--- src/rtl/tt_um_akanksha_hu8785_acc_alu.sv ---
// Strobed multi-op accumulator ALU (ADD/SUB/NAND/XOR/LOAD/CLR plus 8-step serial MUL) for Tiny Tapeout.
// Define ACC_ALU_SAT_EN to clamp ADD/SUB results instead of wrapping modulo 2^WIDTH.
module tt_um_akanksha_hu8785_acc_alu #(
  parameter int WIDTH    = 16,
  parameter int MUL_BITS = 8
) (
  input  logic       clk,
  input  logic       rst_n,
  input  logic       ena,
  input  logic [7:0] ui_in,
  output logic [7:0] uo_out,
  input  logic [7:0] uio_in,
  output logic [7:0] uio_out,
  output logic [7:0] uio_oe
);

  localparam int PW = 16;
  localparam int CW = (MUL_BITS > 1) ? $clog2(MUL_BITS) : 1;

  typedef enum logic {S_IDLE, S_MUL} state_e;

  typedef enum logic [2:0] {
    OP_NOP  = 3'd0,
    OP_LOAD = 3'd1,
    OP_ADD  = 3'd2,
    OP_SUB  = 3'd3,
    OP_NAND = 3'd4,
    OP_XOR  = 3'd5,
    OP_MUL  = 3'd6,
    OP_CLR  = 3'd7
  } op_e;

  state_e          state_q, state_d;
  logic [WIDTH-1:0] acc_q, acc_d;
  logic            zero_q, zero_d;
  logic            carry_q, carry_d;
  logic [PW-1:0]   mcand_q, mcand_d;
  logic [7:0]      mplier_q, mplier_d;
  logic [PW-1:0]   prod_q, prod_d;
  logic [CW-1:0]   cnt_q, cnt_d;
  logic            s1_q, s2_q, s3_q;
  logic [7:0]      uo_q, uo_d;

  logic            start;
  op_e             op;
  logic [WIDTH-1:0] a_ext;
  logic [WIDTH:0]  sum_w;
  logic [WIDTH:0]  diff_w;
  logic [PW-1:0]   acc_ext;
  logic [PW-1:0]   prod_next;
  logic [WIDTH-1:0] res;
  logic            res_cy;
  logic            upd;
  logic            busy;
  logic            unused_uio;

  assign unused_uio = &{1'b0, uio_in[7:5]};

  assign start   = s2_q & ~s3_q & ena;
  assign op      = op_e'(uio_in[2:0]);
  assign a_ext   = WIDTH'(ui_in);
  assign sum_w   = {1'b0, acc_q} + {1'b0, a_ext};
  assign diff_w  = {1'b0, acc_q} - {1'b0, a_ext};
  // Zero-extend to 16 bits so narrow builds read zero-padded high bytes.
  assign acc_ext = PW'(acc_q);
  assign prod_next = prod_q + (mplier_q[0] ? mcand_q : '0);
  assign busy    = (state_q == S_MUL);

  always_comb begin
    res    = acc_q;
    res_cy = 1'b0;
    upd    = 1'b0;
    unique case (op)
      OP_NOP:  upd = 1'b0;
      OP_LOAD: begin
        res = a_ext;
        upd = 1'b1;
      end
      OP_ADD: begin
        res_cy = sum_w[WIDTH];
        upd    = 1'b1;
`ifdef ACC_ALU_SAT_EN
        res    = sum_w[WIDTH] ? '1 : sum_w[WIDTH-1:0];
`else
        res    = sum_w[WIDTH-1:0];
`endif
      end
      OP_SUB: begin
        res_cy = diff_w[WIDTH];
        upd    = 1'b1;
`ifdef ACC_ALU_SAT_EN
        res    = diff_w[WIDTH] ? '0 : diff_w[WIDTH-1:0];
`else
        res    = diff_w[WIDTH-1:0];
`endif
      end
      OP_NAND: begin
        res = ~(acc_q & a_ext);
        upd = 1'b1;
      end
      OP_XOR: begin
        res = acc_q ^ a_ext;
        upd = 1'b1;
      end
      OP_MUL:  upd = 1'b0;
      OP_CLR: begin
        res = '0;
        upd = 1'b1;
      end
      default: upd = 1'b0;
    endcase
  end

  always_comb begin
    state_d  = state_q;
    acc_d    = acc_q;
    zero_d   = zero_q;
    carry_d  = carry_q;
    mcand_d  = mcand_q;
    mplier_d = mplier_q;
    prod_d   = prod_q;
    cnt_d    = cnt_q;
    uo_d     = uio_in[4] ? acc_ext[15:8] : acc_ext[7:0];

    unique case (state_q)
      S_IDLE: begin
        if (start) begin
          if (op == OP_MUL) begin
            state_d  = S_MUL;
            mcand_d  = PW'(acc_q[7:0]);
            mplier_d = ui_in;
            prod_d   = '0;
            cnt_d    = '0;
          end else if (upd) begin
            acc_d   = res;
            zero_d  = (res == '0);
            carry_d = res_cy;
          end
        end
      end
      S_MUL: begin
        // Starts arriving here are dropped, not queued.
        prod_d   = prod_next;
        mcand_d  = mcand_q << 1;
        mplier_d = mplier_q >> 1;
        cnt_d    = cnt_q + CW'(1);
        if (cnt_q == CW'(MUL_BITS - 1)) begin
          acc_d   = WIDTH'(prod_next);
          zero_d  = (WIDTH'(prod_next) == '0);
          carry_d = 1'b0;
          state_d = S_IDLE;
        end
      end
      default: state_d = S_IDLE;
    endcase
  end

  always_ff @(posedge clk or negedge rst_n) begin
    if (!rst_n) begin
      state_q  <= S_IDLE;
      acc_q    <= '0;
      zero_q   <= 1'b1;
      carry_q  <= 1'b0;
      mcand_q  <= '0;
      mplier_q <= '0;
      prod_q   <= '0;
      cnt_q    <= '0;
      s1_q     <= 1'b0;
      s2_q     <= 1'b0;
      s3_q     <= 1'b0;
      uo_q     <= '0;
    end else begin
      state_q  <= state_d;
      acc_q    <= acc_d;
      zero_q   <= zero_d;
      carry_q  <= carry_d;
      mcand_q  <= mcand_d;
      mplier_q <= mplier_d;
      prod_q   <= prod_d;
      cnt_q    <= cnt_d;
      s1_q     <= uio_in[3];
      s2_q     <= s1_q;
      s3_q     <= s2_q;
      uo_q     <= uo_d;
    end
  end

  assign uo_out  = uo_q;
  assign uio_out = {carry_q, zero_q, busy, 5'b0_0000};
  assign uio_oe  = 8'b1110_0000;

endmodule

--- config.mk ---
export PLATFORM = sky130hd
export DESIGN_NAME = tt_um_akanksha_hu8785_acc_alu
export DESIGN_NICKNAME = d
export VERILOG_FILES = /design/src/rtl/tt_um_akanksha_hu8785_acc_alu.sv
export SDC_FILE = /design/constraint.sdc
export NUM_CORES = 1
export LEC_CHECK = 0
export ABC_CLOCK_PERIOD_IN_PS = 9790
export CORE_MARGIN = 2
export CORE_UTILIZATION = 50
export DETAILED_ROUTE_END_ITERATION = 7
export PLACE_DENSITY = 0.7
export SYNTH_ARGS = -nofsm -noshare
export SYNTH_HDL_FRONTEND = slang
export SYNTH_SLANG_ARGS = --single-unit
--- constraint.sdc ---
create_clock -name clk -period 9.79 [get_ports clk]
set_clock_uncertainty 0.05 [all_clocks]
set_input_delay 0.979 -clock clk [delete_from_list [all_inputs] [get_ports clk]]
set_output_delay 0.979 -clock clk [all_outputs]
set_load 0.02 [all_outputs]
* Word level (Yosys, flattened, before mapping)
Cells that the tools add are included.
** Word-level totals
- Register bits :: 73
- Bits in latches :: 0
- Memory bits (writable) :: 0
- Bits in read-only memories :: 0
- Input bits :: 19
- Memories :: 0
** Cells by class
- $add $sub $neg :: 4
- Multipliers :: 0
- Divide/modulo/power cells :: 0
- $lt $le $gt $ge :: 0
- Equality and inequality tests :: 13
- Shift-type cells :: 0
- Multiplexer cells :: 36
- Bitwise gates (word level) :: 7
- Reduce and logical (&&, ||, !) cells :: 7
** Operator list (count)
- two-way mux 16 bit :: 9
- one-hot mux 16 bit (2 select lines) :: 3
- one-hot mux 16 bit (6 select lines) :: 1
- logical NOT 16 bit :: 2
- two-way mux 8 bit :: 3
- adder 16 x 8 -> 17 bit :: 1
- subtractor 16 x 8 -> 17 bit :: 1
- adder 16 bit :: 1
- AND 16 x 8 -> 16 bit :: 1
- NOT 16 bit :: 1
- one-hot mux 8 bit (2 select lines) :: 1
- XOR 16 x 8 -> 16 bit :: 1
- == test 3 bit, second input constant :: 5
- two-way mux 1 bit :: 11
- one-hot mux 1 bit (2 select lines) :: 5
- != test 2 bit, second input constant :: 4
- == test 3 x 2 -> 1 bit, second input constant :: 2
- two-way mux 3 bit :: 2
- one-hot mux 3 bit (2 select lines) :: 1
- OR reduction 6 bit :: 1
- AND reduction 4 bit :: 1
- adder 3 x 1 -> 3 bit, second input constant :: 1
- == test 3 x 1 -> 1 bit, second input constant :: 1
- logical NOT 3 bit :: 1
- other kinds (5) :: 7

* Longest topological paths before layout
Gate-level depths: netlist (run 1).
- Depth in word-level cells :: 8
- Gate-level depth with buffers :: 12
- Mapped depth without buffers :: 12

* Worst setup path after synthesis (run 1)
No wires, ideal clock.
- Path kind :: in2reg
- From :: in ui_in[0]
- To :: reg zero_q
- Library setup time :: 60 ps
- Arrival :: 3598 ps
- Required time :: 9680 ps
- Path slack :: 6083 ps
- Cell stages on the path :: 11
- Path buffers :: 0
- Cells stage by stage :: ha_1 > fa_1 > nor2b_1 > o2111ai_1 > a311oi_2 > or3_1 > a21oi_1 > or4b_1 > or4_1 > nor4_2 > a21o_1
** On the way
- Longest elaborated chain between the ends :: 8
** RTL lines
- start: declaration :: RTL line 10 : input logic [7:0] ui_in,
- branches (longest 2 deep; another with subtractor 16 x 8 -> 17 bit)
- one-hot mux 16 bit (6 select lines) (*) :: RTL line 73 : unique case (op)
- logical NOT 16 bit (*) :: RTL line 136 : zero_d = (res == '0);
- two-way mux 1 bit (*) :: RTL line 134 : end else if (upd) begin
- two-way mux 1 bit (*) :: RTL line 128 : if (op == OP_MUL) begin
- two-way mux 1 bit (*) :: RTL line 127 : if (start) begin
- one-hot mux 1 bit (2 select lines) (*) :: RTL line 125 : unique case (state_q)
- end signal: assignment :: RTL line 175 : zero_q <= zero_d;
- end: declaration :: RTL line 35 : logic zero_q, zero_d;
Every way passes the cells marked *. The select of a mux whose other input is x is not followed.
A chain may end at the register's enable or synchronous reset.

* Final worst setup path (run 1)
- From :: in ui_in[1]
- To :: reg zero_q
Same word-level chain as after synthesis.

==> reports/qor.csv, run 1 <==
stage;metric;value;unit
status;run_status;completed;
sta;post-route-min-period;4.51;ns
critical_path;crit_slowest_cell;clkdlybuf4s50_1;
die;fp-row-count;39;
die;core;11400;sq um
pwr;combPwrFrac;0.461;
worst_hold_path;whs_path_depth;0;
critical_path;slowest_delay;0.67;ns
pwr;internal_power;0.000990;W
pwr;total_power;0.00174;W
sta;period_share;0.461;
place;place.gp.congestion;0.914;
worst_hold_path;hp-class;flip-flop to flip-flop;
grt;grt-ovfl-total;0;
grt;track_usage;0.256;
grt;antenna_found_initial;0;
final_layout;drive_gt1_frac;0.0548;
routing;drt_iter0_markers;390;
cts;path_clk_slew;0.06;ns
logic_synthesis;synth_edf_count;0;
pwr;leakage;2.83;nW
cts;cts.sinks;73;
pwr;clockPowerShare;0.222;
pwr;switching_share;0.432;
critical_path;critical_path_arrival;4.74;ns
logic_synthesis;yosys_most_used_dff;dfrtp_1;
cts;insertion_delay;0.34;ns
die;io_pins;43;
place;dpl.hpwl;11.2;mm
sta;rsz0062_at_grt;false;
die;dieWidth;112;um
cts;cts_buffer_depth;2;
sta;slew_violations;0;
die;start_util;0.511;
final_layout;n_antenna_cell;0;
final_layout;fin_cells;855;
grt;grt_max_degree;86;
routing;drc;0;
critical_path;start_kind;input port;
job;maxCapViolCount;0;
final_layout;fin_nets;763;
routing;ant_nets;0;
critical_path;cp_top_family;compound AO/OA/AOI/OAI gates;
sta;setup_viol;0;
die;die_h;112;um
logic_synthesis;yosys.cell_types.count;76;
critical_path;crit_chain;clkdlybuf4s50_1, inv_1, ha_1, nand2b_1, a211oi_1, o22ai_1, o21ba_1, o311a_1, or4_1, a2111oi_0, a21o_1;
logic_synthesis;postSynth.asyncResetShare;1.00;
cts;cts_hold_buf;0;
critical_path;end_kind;flip-flop;
grt;grt_pass1_wl;26.0;mm
place;place_inst;839;
critical_path;critPathRequiredTime;10.02;ns
logic_synthesis;synth-seq-area-share;0.314;
cts;cts_made_buffers;9;
place;numPortBuffers;26;
sta;hold_viol;0;
cts;cts_tree;yes;
grt;grt_pass1_vias;5111;
critical_path;r2r_cells;10;
critical_path;path_max_fanout;6;
pwr;p_per_area;273;nW/um^2
routing;vias_per_cell;6.15;
sta;fmax;0.222;GHz
critical_path;path_depth;11;
critical_path;critical_path_class;input port to flip-flop;
sta;fin_tns_setup;0;ns
logic_synthesis;avgSynthCellArea;8.18;sq um
pwr;seqPwrFrac;0.317;
pwr;irDropWorstVdd;0.209;mV
sta;tightest_slew;0.929;ns
critical_path;crit_buf_inv;2;
logic_synthesis;synthesis.area;5810;sq um
die;die-area;12500;sq um
cts;cts_setup_buffers;0;
logic_synthesis;synth_cells;711;
cts;clockRootBuffer;clkbuf_16;
cts;h-tree-depth;3;
cts;cts-resized-gates;0;
pwr;p_switching;0.000752;W
final_layout;area_growth;9.92;%
routing;first_pass_iters;5;
logic_synthesis;synth-seq-cells;73;
logic_synthesis;ys.warnings.count;0;
sta;slew_headroom;0.380;
routing;wirelength;15.6;mm
sta;whs;0.315;ns
routing;num_vias;5262;
routing;wl_per_cell;18.3;um
## cells by family after synthesis
| group | share of synthesized area |
|---|---|
| AND/OR/NAND/NOR | 0.212 |
| AO/OA/AOI/OAI | 0.222 |
| buffers and inverters | 0.0676 |
| flip-flops | 0.314 |
| adder cells (fa/ha/maj) | 0.0852 |
| multiplexers | 0.0615 |
| XOR/XNOR | 0.0362 |
| other | 0.00129 |
## state kept, by name (all words and copies together), names as in the netlist
signal    count
acc_ext      16
mcand_q      16
prod_q       16
mplier_q      8
uo_out        8
cnt_q         3
busy          1
carry_q       1
s1_q          1
s2_q          1
s3_q          1
zero_q        1
## Yosys cell counts (6+ instances only)
cell / n / share of area
nand2_1: 101 / 0.065
a21oi_1: 43 / 0.037
or4_1: 7 / 0.0090
ha_1: 34 / 0.073
and2_1: 17 / 0.018
buf_2: 8 / 0.0069
xnor2_1: 18 / 0.027
xor2_1: 6 / 0.0090
inv_1: 24 / 0.015
nor3_1: 12 / 0.010
nand2b_1: 11 / 0.012
buf_4: 17 / 0.022
nand3_1: 13 / 0.011
o211ai_1: 10 / 0.013
mux2_2: 6 / 0.012
a22o_1: 7 / 0.011
a21o_1: 6 / 0.0077
clkbuf_1: 28 / 0.018
nor2_1: 49 / 0.032
nor3b_1: 6 / 0.0077
nor2b_1: 8 / 0.0086
o21ai_0: 69 / 0.059
a31oi_1: 7 / 0.0075
mux2i_1: 29 / 0.050
dfrtp_1: 72 / 0.31
## through the flow
| step | utilization | worst slack, ns | instance area [sq um] |
|---|---|---|---|
| after floorplan | - | 6.08 | 5860 |
| after global placement | 0.531 | 5.04 | 6040 |
| after detailed placement | 0.531 | 4.98 | 6040 |
| after CTS | 0.562 | 5.33 | 6390 |
| after global routing | 0.562 | 5.11 | 6390 |
| final | 0.562 | 5.28 | 6390 |
## area by class of cell
| cell class | instances | area (sq um) |
|---|---|---|
| inverters | 25 | 93.8 |
| clock inverters | 6 | 113 |
| clock buffers | 10 | 239 |
| well taps | 143 | 179 |
| multi-input cells | 566 | 3630 |
| repair buffers | 32 | 303 |
| fillers | 1082 | 4980 |
| flip-flops and latches | 73 | 1830 |
## power groups by stage
stage	Sequential [W]	Clock [W]	Combinational (W)
floorplan	0.000507	0	0.000606
detailed placement	0.000552	0	0.000791
CTS	0.000548	0.000392	0.000796
global placement	0.000549	0	0.000770
global route	0.000568	0.000405	0.000896
finish	0.000552	0.000387	0.000804
## worst paths after layout
check                               start                     end  slack (ns)
max in group asynchronous           rst_n          busy$_DFF_PN0_        8.32
max reg2reg                busy$_DFF_PN0_      zero_q$_DFFE_PN1P_        5.94
max                              ui_in[1]      zero_q$_DFFE_PN1P_        5.28
min in group asynchronous           rst_n  mcand_q[8]$_DFFE_PN0P_        0.72
min reg2reg                s1_q$_DFF_PN0_          s2_q$_DFF_PN0_        0.31
min                        s1_q$_DFF_PN0_          s2_q$_DFF_PN0_        0.31
## per-layer routing
metal  up-vias  wire [um]  track usage
met1      2566       7150        0.357
met2       162       7380        0.417
met5         -          0            0
li1       2507          -            -
met4         0        284       0.0749
met3        27        806       0.0370
## cells in the final DEF (no fill, tap or decap), drive strengths merged, types with 5 or more instances in the layout
cell             n
a21o             6
a21oi           43
a22o             7
a31oi            7
and2            17
and3             5
buf              7
clkbuf          10
clkdlybuf4s50   25
conb            13
dfrtp           72
ha              34
inv             27
mux2             6
mux2i           29
nand2          101
nand2b          11
nand3           13
nand4            5
nor2            49
nor2b            8
nor3            13
nor3b            6
nor4             6
o2111ai          5
o211ai          10
o21ai           71
o21bai           5
o311ai           5
o31ai            5
or3              5
or4              7
xnor2           18
xor2             6
No activity file was read; power rests on OpenSTA's default activity.
==> run 2: changes to the inputs <==
- ABC_CLOCK_PERIOD_IN_PS: 9790 -> 4700
- clock period: 9.79 -> 4.7 ns (I/O delays scaled with it)
==> run 2 against run 1 <==
Compared with the run above: critical path depth stayed put; final cell count is 0.35% higher; sequential share of layout area is 0.25 points higher; wire length is 1.0% higher; non-clock buffer count is 6 higher; clock-buffer cell count is 2 higher; core utilization is 0.48 points lower; cell area is 0.86% lower; register-to-register slack worse by 5.1 ns; combinational power is 110% higher; worst hold slack worse by 0.11 ns; first-iteration DRC count is 2.8% lower; largest cell class unchanged.
==> reports/qor.csv, run 2 (same netlist as run 1, synthesis figures left out) <==
stage;metric;value;unit
critical_path;critical_path_arrival;4.13;ns
critical_path;worst_setup_path_endpoint;zero_q$_DFFE_PN1P_;
place;dpl.hpwl;11.7;mm
critical_path;rrSetupSlack;0.85;ns
final_layout;n_antenna_cell;0;
routing;wl_per_cell;18.4;um
place;numPortBuffers;26;
routing;first_pass_iters;7;
sta;period_share;0.830;
pwr;p_per_area;542;nW/um^2
worst_hold_path;hp-class;input port to asynchronous set/reset pin;
cts;cts_tree;yes;
die;die_h;112;um
grt;grt_max_degree;74;
sta;rsz0062_at_grt;false;
cts;cts_hold_buf;0;
cts;cts-resized-gates;0;
grt;grt_pass1_wl;26.3;mm
critical_path;path_max_fanout;6;
sta;worst_slack;0.800;ns
final_layout;fillers;1071;
grt;grt-ovfl-total;0;
cts;cts_setup_buffers;0;
die;fp-row-count;39;
grt;grt_pass1_vias;5116;
sta;setup_viol;0;
cts;clockRootBuffer;clkbuf_16;
sta;tightest_slew;0.913;ns
cts;cts_buffer_depth;2;
critical_path;r2r_cells;12;
sta;post-route-min-period;3.90;ns
grt;track_usage;0.263;
critical_path;critPathRequiredTime;4.93;ns
die;start_util;0.511;
pwr;leakage;2.81;nW
place;place_inst;845;
place;pre_cts_slack;0.497;ns
die;core;11400;sq um
cts;insertion_delay;0.34;ns
place;place_area;6080;sq um
final_layout;fin_nets;769;
cts;cts_made_buffers;9;
status;run_status;completed;
sta;fmax;0.256;GHz
routing;vias_per_cell;6.13;
cts;cts.sinks;73;
final_layout;final_common_cell;nand2_1;
final_layout;mostFrequentLayoutCells;nand2_1, dfrtp_1, o21ai_0;
final_layout;fin_cells;858;
critical_path;start_kind;input port;
routing;ant_nets;0;
cts;h-tree-depth;3;
critical_path;rr_startpoint;mplier_q[0]$_DFFE_PN0P_;
die;io_pins;43;
final_layout;drive_gt1_frac;0.0559;
routing;drt_iter0_markers;379;
place;place.gp.congestion;0.948;
critical_path;end_kind;flip-flop;
sta;slew_headroom;0.391;
final_layout;design_area;6340;sq um
routing;num_vias;5260;
routing;wirelength;15.8;mm
critical_path;critical_path_class;input port to flip-flop;
sta;fin_tns_setup;0;ns
die;die-area;12500;sq um
die;dieWidth;112;um
final_layout;area_growth;8.97;%
sta;hold_viol;0;
sta;slew_violations;0;
routing;drc;0;
critical_path;crit_start;ui_in[1];
pwr;irDropWorstVdd;0.520;mV
grt;antenna_found_initial;0;
critical_path;timing.rr.end;zero_q$_DFFE_PN1P_;
cts;path_clk_slew;0.05;ns
job;maxCapViolCount;0;
## run 2: per-layer routing
metal,track usage,part of all wire
met1,0.369,0.45
met2,0.417,0.47
met3,0.0343,0.050
met4,0.0955,0.024
met5,0,0
## run 2: critical path: stages
cell and delay, ns:
clkdlybuf4s50_1 0.67, inv_1 0.08, ha_1 0.34, nand2b_1 0.17, a211oi_1 0.36, o22ai_1 0.23
o21ba_1 0.28, o311a_1 0.34, or4_1 0.55, a2111oi_0 0.45, a21o_1 0.18
## run 2: final cells by class
type                    count  area, sq um  area share
well taps                 143          179      0.0282
repair buffers             38          348      0.0549
clock inverters             1         5.00    0.000790
multi-input cells         566         3630       0.574
flip-flops and latches     73         1830       0.289
clock buffers              12          246      0.0389
inverters                  25         93.8      0.0148
## run 2: how the worst min path moves through the flow
stage,endpoint
3_5_place_dp,s2_q$_DFF_PN0_
6_report,prod_q[2]$_DFFE_PN0P_
4_1_cts,cnt_q[2]$_DFFE_PN0P_
3_3_place_gp,s2_q$_DFF_PN0_
5_1_grt,prod_q[2]$_DFFE_PN0P_
2_1_floorplan,acc_ext[0]$_DFFE_PN0P_
## run 2: power by group
group	internal (W)	switching (W)
Combinational	0.000671	0.000993
Clock	0.000362	0.000244
Sequential	0.000864	0.000302
Total	0.00190	0.00154
## run 2: metrics by stage
step | utilization | hold slack [ns] | total power, W
final | 0.557 | 0.202 | 0.00344
after global routing | 0.557 | 0.301 | 0.00370
after CTS | 0.557 | 0.263 | 0.00342
after detailed placement | 0.535 | 0.299 | 0.00281
after global placement | 0.535 | 0.295 | 0.00276
after floorplan | - | 0.124 | 0.00232
==> run 3: changes to the inputs <==
- ABC_CLOCK_PERIOD_IN_PS: 4700 -> 4050
- clock period: 4.7 -> 4.05 ns (I/O delays scaled with it)
==> run 3 against run 2 <==
Compared with the run above: die area unchanged; sequential share of layout area down 1.1 points; core utilization up 2.3 points; worst hold slack worse by 0.063 ns; critical path type unchanged; highest routed layer unchanged; power up 21%; register-to-register slack worse by 0.31 ns.
==> reports/qor.csv, run 3 (same netlist as run 1, synthesis figures left out) <==
stage;metric;value;unit
routing;drc;0;
cts;cts-resized-gates;0;
critical_path;critPathRequiredTime;4.29;ns
routing;vias_per_cell;6.04;
grt;grt_max_degree;74;
sta;post-route-min-period;3.65;ns
final_layout;mostFrequentLayoutCells;nand2_1, dfrtp_1, o21ai_0;
final_layout;drive_gt1_frac;0.0988;
routing;ant_nets;0;
final_layout;final_common_cell;nand2_1;
routing;wl_per_cell;17.9;um
cts;cts_made_buffers;9;
sta;fin_tns_setup;0;ns
place;dpl.hpwl;12.1;mm
cts;cts_hold_buf;0;
cts;clockRootBuffer;clkbuf_16;
pwr;total_power;0.00417;W
sta;slew_violations;0;
sta;hold_viol;0;
pwr;irDropWorstVdd;0.427;mV
cts;cts_setup_buffers;0;
job;maxCapViolCount;0;
die;io_pins;43;
sta;tightest_slew;0.912;ns
cts;cts_buffer_depth;2;
routing;wirelength;15.9;mm
sta;fmax;0.274;GHz
die;fp-row-count;39;
sta;slew_headroom;0.392;
place;numPortBuffers;26;
place;place.gp.congestion;0.955;
sta;rsz0062_at_grt;false;
routing;first_pass_iters;5;
final_layout;design_area;6600;sq um
die;die_h;112;um
critical_path;cp_top_family;simple AND/OR/NAND/NOR gates;
grt;grt_pass1_vias;5282;
die;die-area;12500;sq um
die;dieWidth;112;um
critical_path;r2r_cells;11;
critical_path;start_kind;input port;
cts;h-tree-depth;3;
pwr;leakage;2.97;nW
sta;whs;0.140;ns
status;run_status;completed;
critical_path;path_max_fanout;6;
critical_path;crit_chain;clkdlybuf4s50_1, ha_1, fa_1, nor3b_1, nor3_1, o211a_1, o41ai_1, or4b_1, or4_1, nor4_2, a21o_1;
critical_path;critical_path_class;input port to flip-flop;
die;core;11400;sq um
place;place_area;6320;sq um
sta;period_share;0.901;
cts;cts.sinks;73;
critical_path;slowest_delay;0.53;ns
grt;grt-ovfl-total;0;
cts;path_clk_slew;0.06;ns
die;start_util;0.511;
grt;grt_pass1_wl;26.5;mm
grt;antenna_found_initial;0;
routing;num_vias;5386;
critical_path;crit_start;ui_in[0];
final_layout;area_growth;13.4;%
sta;setup_viol;0;
final_layout;fin_nets;800;
critical_path;rr_startpoint;acc_ext[1]$_DFFE_PN0P_;
pwr;p_per_area;632;nW/um^2
critical_path;path_depth;11;
cts;insertion_delay;0.35;ns
critical_path;end_kind;flip-flop;
worst_hold_path;hp-class;input port to asynchronous set/reset pin;
critical_path;critical_path_arrival;3.89;ns
routing;drt_iter0_markers;374;
grt;track_usage;0.266;
cts;cts_tree;yes;
critical_path;crit_buf_inv;1;
critical_path;crit_slowest_cell;clkdlybuf4s50_1;
final_layout;n_antenna_cell;0;
-- run 3: changes by cell type in the layout (fill, tap and decap cells not counted), sizes merged --
cell,change
clkbuf,+1
clkinv,+1
buf,+31
clkinvlp,+1
-- run 3: report_power, final --
part	switching (W)	internal, W	leakage [nW]
Clock	0.000297	0.000446	0.136
Sequential	0.000308	0.00100	0.934
Combinational	0.00123	0.000886	1.90
-- run 3: final timing paths --
path	endpoint	slack, ns
max reg2reg	zero_q$_DFFE_PN1P_	0.54
max	zero_q$_DFFE_PN1P_	0.40
max in group asynchronous	busy$_DFF_PN0_	3.19
min reg2reg	s2_q$_DFF_PN0_	0.31
min	cnt_q[0]$_DFFE_PN0P_	0.14
min in group clk	s2_q$_DFF_PN0_	0.31
-- run 3: cell type report --
class	count	area, sq um
multi-input combinational	566	3630
inverter	25	93.8
fill	1080	4770
sequential	73	1830
clock inverter	3	17.5
tap	143	179
clock buffer	13	260
timing repair buffer	69	581
-- run 3: stage by stage --
step / instances / worst slack [ns] / util
floorplan: 722 / 0.886 / -
global placement: 876 / 0.113 / 0.556
detailed placement: 876 / 0.0866 / 0.556
CTS: 892 / 0.433 / 0.580
global route: 892 / 0.241 / 0.580
finish: 892 / 0.402 / 0.580
-- run 3: per-layer routing --
layer  global-route usage  part of all wire
met4                0.111             0.035
met3               0.0457             0.048
met5                    0                 0
met1                0.355              0.46
met2                0.429              0.46
